$ cat src/rtl/overdrive_unclamp_if.sv
`default_nettype none
// overdrive_unclamp_if: valid/ready sample-in and result-out channels.
// out_sat exists only when OVERDRIVE_UNCLAMP_SAT_FLAG_EN is defined.
interface overdrive_unclamp_if #(
  parameter int DATA_W = 24
);
  logic                     in_valid;
  logic                     in_ready;
  logic signed [DATA_W-1:0] in_data;
  logic                     out_valid;
  logic                     out_ready;
  logic signed [DATA_W-1:0] out_data;
`ifdef OVERDRIVE_UNCLAMP_SAT_FLAG_EN
  logic                     out_sat;
`endif

  modport master (
    output in_valid,
    output in_data,
    output out_ready,
    input  in_ready,
    input  out_valid,
    input  out_data
`ifdef OVERDRIVE_UNCLAMP_SAT_FLAG_EN
    ,
    input  out_sat
`endif
  );

  modport slave (
    input  in_valid,
    input  in_data,
    input  out_ready,
    output in_ready,
    output out_valid,
    output out_data
`ifdef OVERDRIVE_UNCLAMP_SAT_FLAG_EN
    ,
    output out_sat
`endif
  );
endinterface
`default_nettype wire

$ cat src/rtl/overdrive_unclamp.sv
`default_nettype none
// ==========================================================================
// Module  : overdrive_unclamp
// Purpose : bit-serial bisection inverse of the cubic overdrive soft-clip.
//           Optional saturation flag: OVERDRIVE_UNCLAMP_SAT_FLAG_EN.
// Revision: 1.0
// ==========================================================================
module overdrive_unclamp #(
  parameter int DATA_W    = 24,
  parameter int FRAC_BITS = 12
) (
  input  wire logic          clk,
  input  wire logic          rst_n,
  overdrive_unclamp_if.slave bus
);
  localparam int c_pw = 2 * FRAC_BITS + 1;
  localparam int c_cw = (c_pw > DATA_W) ? c_pw : DATA_W;

  typedef enum logic [1:0] {
    S_IDLE   = 2'd0,
    S_SEARCH = 2'd1,
    S_DONE   = 2'd2
  } state_t;

  state_t                state_q, state_d;
  logic [DATA_W-1:0]     a_q, a_d;
  logic                  neg_q, neg_d;
  logic [FRAC_BITS-1:0]  m_q, m_d;
  logic [FRAC_BITS-1:0]  probe_q, probe_d;
  logic                  out_valid_q, out_valid_d;
  logic [DATA_W-1:0]     out_data_q, out_data_d;
`ifdef OVERDRIVE_UNCLAMP_SAT_FLAG_EN
  logic                  out_sat_q, out_sat_d;
`endif

  logic [FRAC_BITS-1:0]  w_cand;
  logic [FRAC_BITS:0]    w_f_cand;
  logic [FRAC_BITS-1:0]  w_mag;
  logic [DATA_W-1:0]     w_mag_ext;
  logic [DATA_W-1:0]     w_result;

  function automatic logic [FRAC_BITS:0] f_curve(input logic [FRAC_BITS-1:0] m);
    logic [c_pw-1:0] mx, t1, t2;
    mx = c_pw'(m);
    t1 = (mx * mx) >> FRAC_BITS;
    t2 = (t1 * mx) >> FRAC_BITS;
    return (FRAC_BITS + 1)'((t2 + c_pw'(3) * mx) >> 2);
  endfunction

  assign w_cand    = m_q | probe_q;
  assign w_f_cand  = f_curve(w_cand);
  // m_q ends as the largest m with f(m) < a, so the answer is one above it;
  // an all-ones m_q means even f(One-1) fell short of a (saturation).
  assign w_mag     = (a_q == '0) ? '0 : ((&m_q) ? m_q : m_q + 1'b1);
  assign w_mag_ext = DATA_W'(w_mag);
  assign w_result  = neg_q ? -w_mag_ext : w_mag_ext;

  always_ff @(posedge clk or negedge rst_n) begin
    if (!rst_n) begin
      state_q <= S_IDLE;
    end else begin
      state_q <= state_d;
    end
  end

  always_ff @(posedge clk or negedge rst_n) begin
    if (!rst_n) begin
      a_q         <= '0;
      neg_q       <= 1'b0;
      m_q         <= '0;
      probe_q     <= '0;
      out_valid_q <= 1'b0;
      out_data_q  <= '0;
`ifdef OVERDRIVE_UNCLAMP_SAT_FLAG_EN
      out_sat_q   <= 1'b0;
`endif
    end else begin
      a_q         <= a_d;
      neg_q       <= neg_d;
      m_q         <= m_d;
      probe_q     <= probe_d;
      out_valid_q <= out_valid_d;
      out_data_q  <= out_data_d;
`ifdef OVERDRIVE_UNCLAMP_SAT_FLAG_EN
      out_sat_q   <= out_sat_d;
`endif
    end
  end

  always_comb begin
    state_d     = state_q;
    a_d         = a_q;
    neg_d       = neg_q;
    m_d         = m_q;
    probe_d     = probe_q;
    out_valid_d = out_valid_q;
    out_data_d  = out_data_q;
`ifdef OVERDRIVE_UNCLAMP_SAT_FLAG_EN
    out_sat_d   = out_sat_q;
`endif
    unique case (state_q)
      S_IDLE: begin
        if (bus.in_valid) begin
          neg_d   = bus.in_data[DATA_W-1];
          a_d     = bus.in_data;
          if (bus.in_data[DATA_W-1]) begin
            a_d = -bus.in_data;
          end
          m_d     = '0;
          probe_d = {1'b1, {(FRAC_BITS-1){1'b0}}};
          state_d = S_SEARCH;
        end
      end
      S_SEARCH: begin
        if (c_cw'(w_f_cand) < c_cw'(a_q)) begin
          m_d = w_cand;
        end
        probe_d = probe_q >> 1;
        if (probe_q[0]) begin
          state_d = S_DONE;
        end
      end
      S_DONE: begin
        if (!out_valid_q) begin
          out_valid_d = 1'b1;
          out_data_d  = w_result;
`ifdef OVERDRIVE_UNCLAMP_SAT_FLAG_EN
          out_sat_d   = &m_q;
`endif
        end else if (bus.out_ready) begin
          out_valid_d = 1'b0;
          state_d     = S_IDLE;
        end
      end
      default: begin
        state_d = S_IDLE;
      end
    endcase
  end

  assign bus.in_ready  = (state_q == S_IDLE);
  assign bus.out_valid = out_valid_q;
  assign bus.out_data  = out_data_q;
`ifdef OVERDRIVE_UNCLAMP_SAT_FLAG_EN
  assign bus.out_sat   = out_sat_q;
`endif

endmodule
`default_nettype wire

$ cat src/flat_wrapper.sv
// flat-port wrapper written by rule: the top's interface ports become plain ports
module overdrive_unclamp_flat 
#(
  parameter int DATA_W    = 24,
  parameter int FRAC_BITS = 12
)
  (clk, rst_n, bus_in_valid, bus_in_data, bus_out_ready, bus_in_ready, bus_out_valid, bus_out_data);
  overdrive_unclamp_if #(.DATA_W(DATA_W)) bus_i ();
  input  wire logic clk;
  input  wire logic rst_n;
  input wire logic [$bits(bus_i.in_valid)-1:0] bus_in_valid;
  input wire logic [$bits(bus_i.in_data)-1:0] bus_in_data;
  input wire logic [$bits(bus_i.out_ready)-1:0] bus_out_ready;
  output wire logic [$bits(bus_i.in_ready)-1:0] bus_in_ready;
  output wire logic [$bits(bus_i.out_valid)-1:0] bus_out_valid;
  output wire logic [$bits(bus_i.out_data)-1:0] bus_out_data;
  assign bus_i.in_valid = bus_in_valid;
  assign bus_i.in_data = bus_in_data;
  assign bus_i.out_ready = bus_out_ready;
  assign bus_in_ready = bus_i.in_ready;
  assign bus_out_valid = bus_i.out_valid;
  assign bus_out_data = bus_i.out_data;
  overdrive_unclamp #(.DATA_W(DATA_W), .FRAC_BITS(FRAC_BITS)) u_core (.clk(clk), .rst_n(rst_n), .bus(bus_i));
endmodule
$ cat config.mk
export PLATFORM = sky130hd
export DESIGN_NAME = overdrive_unclamp_flat
export DESIGN_NICKNAME = d
export VERILOG_FILES = /design/src/rtl/overdrive_unclamp_if.sv /design/src/rtl/overdrive_unclamp.sv /design/src/flat_wrapper.sv
export SDC_FILE = /design/constraint.sdc
export NUM_CORES = 1
export LEC_CHECK = 0
export BUFFER_PORTS_ARGS = -buffer_cell sky130_fd_sc_hd__buf_2
export CORE_MARGIN = 8
export CORE_UTILIZATION = 44
export DETAILED_ROUTE_END_ITERATION = 6
export GPL_TIMING_DRIVEN = 1
export SYNTH_ARGS = -nofsm -noshare
export SYNTH_HDL_FRONTEND = slang
export SYNTH_SLANG_ARGS = --single-unit
$ cat constraint.sdc
create_clock -name clk -period 16.5 [get_ports clk]
set_clock_uncertainty 0.2 [all_clocks]
set_input_delay 0 -clock clk [delete_from_list [all_inputs] [get_ports clk]]
set_output_delay 0 -clock clk [all_outputs]
set_load 0.005 [all_outputs]
# --- Yosys cells after proc, flatten, opt, wreduce, memory -nomap -nowiden ---
# Cells that the tools add are included.
op_classes:
  addsub: 4
  multipliers: 3
  n_lt_le_gt_ge: 1
  eq_ne: 7
  mux: 16
  n_bitwise: 2
  reduce_logical: 9
op_table:
  columns: ["cell", "count"]
  rows:
  - ["$mux 12", 5]
  - ["$mul 12x12->24", 2]
  - ["$mux 24", 2]
  - ["$pmux 12 s2", 2]
  - ["$logic_not 24->1", 1]
  - ["$lt 13x24->1", 1]
  - ["$neg 12->24", 1]
  - ["$neg 24->24", 1]
  - ["$add 13x14->15", 1]
  - ["$mul 2x12->14 const A", 1]
  - ["$add 12x1->12 const B", 1]
  - ["$or 12x12->12", 1]
  - ["$reduce_and 12->1", 1]
  - ["$mux 2", 4]
  - ["$ne 2x1->1 const B", 3]
  - ["$pmux 2 s3", 1]
  - ["$reduce_and 2->1", 3]
  - ["$ne 2x2->1 const B", 2]
  - ["$reduce_and 4->1", 1]
  - ["$reduce_and 3->1", 1]
  - ["$eq 2x1->1 const B", 1]
  - ["$eq 2x2->1 const B", 1]
  - ["$logic_not 2->1", 1]
  - ["$mux 1", 2]
  - ["other kinds (2)", 2]
word_totals:
  register_bits: 76
  in_bits: 28
  output_inout_bits: 26
  word_cells: 49

# --- Longest topological paths before layout ---
depth:
  depth_word: 7
  depth_mapped: 62
  depth_no_buf: 60

# --- Worst setup path after synthesis ---
# Ideal clock, no wire load.
synth_path:
  path_type: "flip-flop to flip-flop"
  from: "register u_core.m_q[6]"
  to: "register u_core.m_q[0]"
  setup_ps: 122
  arrival_ps: 14013
  t_required_ps: 16178
  setup_slack_ps: 2165
  path_stages_with_launch: 61
  n_path_buf: 2
  synth_period_minus_slack_ps: 14335
  path_cell_list: "dfrtp_1 > or2_2 > clkbuf_1 > inv_1 > clkbuf_1 > nor2_1 > fa_1 > fa_1 > inv_1 > fa_1 > inv_1 > fa_1 > inv_1 > fa_1 > inv_1 > ha_1 > and4_1 > o211a_1 > [... 25 more ...] > inv_1 > ha_1 > nor2b_1 > o21ai_0 > a21boi_0 > o21ai_0 > a21oi_1 > o21ai_0 > a21boi_0 > or4_1 > nand3_1 > ha_1 > o211ai_1 > o21a_1 > a31oi_1 > nand4_1 > and2_1 > a32o_1"
synth_via:
  elab_chain_len: 7
  word_cells_on_any_way: 8
  cone_classes: "add/sub: 1; mul: 3; order compare: 1; eq/ne: 1; bitwise: 1; reduce/logical: 1"
synth_rtl:
  columns: ["item", "line", "rtl"]
  rows:
  - ["start: declaration", "overdrive_unclamp.sv:28", "logic [FRAC_BITS-1:0] m_q, m_d;"]
  - ["start signal: assignment", "overdrive_unclamp.sv:80", "m_q <= m_d;"]
  - ["$or 12x12->12 (*)", "overdrive_unclamp.sv:50", "assign w_cand = m_q | probe_q;"]
  - ["$mul 12x12->24", "overdrive_unclamp.sv:45", "t1 = (mx * mx) >> FRAC_BITS;"]
  - ["$mul 12x12->24", "overdrive_unclamp.sv:46", "t2 = (t1 * mx) >> FRAC_BITS;"]
  - ["$add 13x14->15 (*)", "overdrive_unclamp.sv:47", "return (FRAC_BITS + 1)'((t2 + c_pw'(3) * mx) >> 2);"]
  - ["$lt 13x24->1 (*)", "overdrive_unclamp.sv:115", "if (c_cw'(w_f_cand) < c_cw'(a_q)) begin"]
  - ["$ne 2x1->1 (no line) (*)", null, null]
  - ["$reduce_and 3->1 (no line) (*)", null, null]
# Every way passes the cells marked *; elsewhere a longest branch is shown, timed or not.
# A chain may end at the register's enable or synchronous reset.

# --- Worst setup path in the final report ---
layout_path:
  from: "register u_core.m_q[1]"
  to: "register u_core.m_q[2]"
# Same word-level chain as after synthesis.

==> impl_metrics.ini <==
[cts]
cts_tree = done
cts.sink_count = 72
cts_buffers = 9
clockRootBuffer = clkbuf_16
insertion_delay_ns = 0.34
htreeDepth = 3
cts_buffer_depth = 2
clk_pin_slew_ns = 0.06

[yosys]
synth_top_cell_by_area = fa_1
syn_inst = 1484
synth_edf_count = 0
syn_area_per_cell_um2 = 8.68
synth_flop_cell = dfrtp_1
yosysMostFrequentCell = inv_1
yosys-top-cells-area = fa_1 29%, ha_1 15%, dfrtp_1 14%
yosysWarnings = 0
syn-cell-area_mm2 = 0.0129
syn_nets = 1852
synth_seq_cells = 72
synth_common_cells = 287 x inv_1, 189 x fa_1, 175 x nand2_1, 167 x nor2_1, 151 x ha_1
post-synth-top-area-fraction_pct = 29.4
synth_cell_types = 72
seq_area_frac_synth_pct = 14.0
synthArstFlopShare_pct = 100

[setup_path]
slowest_stage = fa_1
r2r_end = u_core.m_q[2]$_DFFE_PN0P_
reg2reg_depth = 59
cp_max_fo = 15
cpPeakStageDelay_ns = 0.54
required_ns = 16.52
crit_path_start = u_core.m_q[1]$_DFFE_PN0P_
r2r_slack_ns = 1.13
crit_arrival_ns = 15.39
setup.worst_path.end = u_core.m_q[2]$_DFFE_PN0P_
cp-start-kind = flip-flop
r2r_start = u_core.m_q[1]$_DFFE_PN0P_
path_common_cell = fa_1
worst-setup-path-type = reg -> reg
end_kind = flip-flop

[finish]
drive_gt1_share_pct = 7.89
fin_nets = 1921
area_growth_pct = 10.6
num_antenna_cells = 0
stdcell_count = 1942

[placement]
dp_slack_ns = 1.01
place_hpwl_um = 23700
port_buffers = 53
place_congestion = 0.850
placed_cells = 1888

[floorplan]
initial_utilization_pct = 44.7
die-area_mm2 = 0.0350
coreArea_mm2 = 0.0288
rows = 62
die_h_um = 187
dieWidth_um = 187
io-pin-count = 54

[hold_path]
hold_depth = 4
holdCritPathClass = in -> reg

[sta]
rsz0062_at_grt = no
hold_violations = 0
finalCriticalPeriod_ns = 15.37
tightest_slew_ns = 0.925
finalMaxSlewViolations = 0
timing.final.ws_setup_ns = 1.13
timing.final.crit_share_pct = 93.1
whs_ns = 0.0325
finalSetupViolations = 0
fmax_mhz = 65.1
setup_tns_ns = 0
slew_headroom_pct = 38.4

[route]
drt_iter0_markers = 694
routedWlPerCell_um = 15.6
detail-route-antenna-nets = 0
dr.pass1.iters = 5
vias_per_cell = 5.12
vias = 9939
drc = 0
drt-total-wl_um = 30200

[status]
run_status = complete, no violations

[run]
maxCapViolCount = 0

[global_routing]
gr-usage-met1_pct = 24.2
antenna_found_initial = 0
grt_pass1_vias = 10204
grt_busiest_layer = met2
grt_use_met3_pct = 1.96
grt_first_pass_wirelength_um = 51400
grt_max_degree = 73
globalRouteMet2Util_pct = 29.8
grt-ovfl-total = 0
grt_usage_pct = 17.6
==> final cells by class <==
| class | instances | area [um2] |
|---|---|---|
| clock inverters | 7 | 101 |
| clock buffers | 9 | 225 |
| flip-flops and latches | 72 | 1800 |
| repair buffers | 109 | 778 |
| well taps | 384 | 480 |
| multi-input cells | 1070 | 9750 |
| inverters | 291 | 1100 |
| fillers | 2765 | 14500 |
==> stage by stage <==
step / utilization, % / area (um2)
6_report: 49.5 / 14200
5_1_grt: 49.5 / 14200
4_1_cts: 49.4 / 14200
3_5_place_dp: 47.0 / 13500
3_3_place_gp: 47.0 / 13500
2_1_floorplan: - / 12900
==> how the worst min path moves through the flow <==
stage / start / end / slack [ns]
after floorplan: rst_n / u_core.a_q[0]$_DFFE_PN0P_ / -0.50
after global placement: bus_in_data[22] / u_core.a_q[23]$_DFFE_PN0P_ / 0.01
after detailed placement: bus_in_data[22] / u_core.a_q[23]$_DFFE_PN0P_ / 0.02
after CTS: bus_in_data[23] / u_core.a_q[16]$_DFFE_PN0P_ / 0.02
after global routing: bus_in_data[23] / u_core.a_q[1]$_DFFE_PN0P_ / 0.08
final: bus_in_data[23] / u_core.a_q[16]$_DFFE_PN0P_ / 0.03
==> cells in the final DEF, fill, tap and decap left out, drive strengths merged, types with 3 or more instances in the layout <==
master,instances
a41oi,9
and3,3
nand4,8
o31ai,12
o21a,9
dlygate4sd3,37
a31oi,5
o211ai,7
a21boi,3
a21o,13
clkbuf,9
mux2i,6
o41ai,4
and2,6
a22o,12
nor3,20
nand2,175
nor2,167
fa,189
nand3,14
nor2b,10
a21oi,28
or4,4
a32o,3
a211oi,3
o21ai,65
buf,72
ha,151
nor4,9
xor2,39
inv,292
nand2b,14
dfrtp,72
xnor2,36
or2,16
or3,5
==> worst max-delay path: cells and delay by family (launching register included) <==
kind,cells,cell delay (ns)
DFF,1,0.45
xor gates and xnor gates,2,0.55
AOI/OAI and AO/OA,16,3.48
and+or+nand+nor,15,2.85
buffers and inverters,11,0.90
adders and majority gates,15,6.79
==> flip-flops by register name, summed over array words and instances, names as in the netlist <==
| register | cells |
|---|---|
| u_core.m_q | 12 |
| u_core.a_q | 24 |
| u_core.state_q | 2 |
| u_core.neg_q | 1 |
| u_core.probe_q | 12 |
| u_core.bus.out_valid | 1 |
| u_core.bus.out_data | 20 |
==> per-layer routing <==
metal	part of all wire (%)	vias to the layer above	wire [um]
met2	49	198	14700
met3	4.1	27	1240
met5	0	-	0
met1	46	4910	13900
met4	1.1	0	325
li1	-	4804	-
==> timing repair <==
item	4_1_cts	5_1_grt
endpoints found under the hold margin	100	0
endpoints found under the setup margin	0	12
setup buffers	0	1
hold buffers	37	0
gates resized for setup	0	2
==> cell families (layout without fill, tap and decap cells) <==
group	Yosys count	in the layout	synth area share (%)
AOI/OAI and AO/OA	187	187	10.2
xor gates and xnor gates	75	75	5.10
adders and majority gates	340	340	44.1
buffers and inverters	342	416	10.3
DFF	72	72	14.0
muxes	7	7	0.554
and+or+nand+nor	461	461	15.7
Power is not shown: default switching activity piles up to over one toggle a cycle in this logic, so the estimate is an artifact.
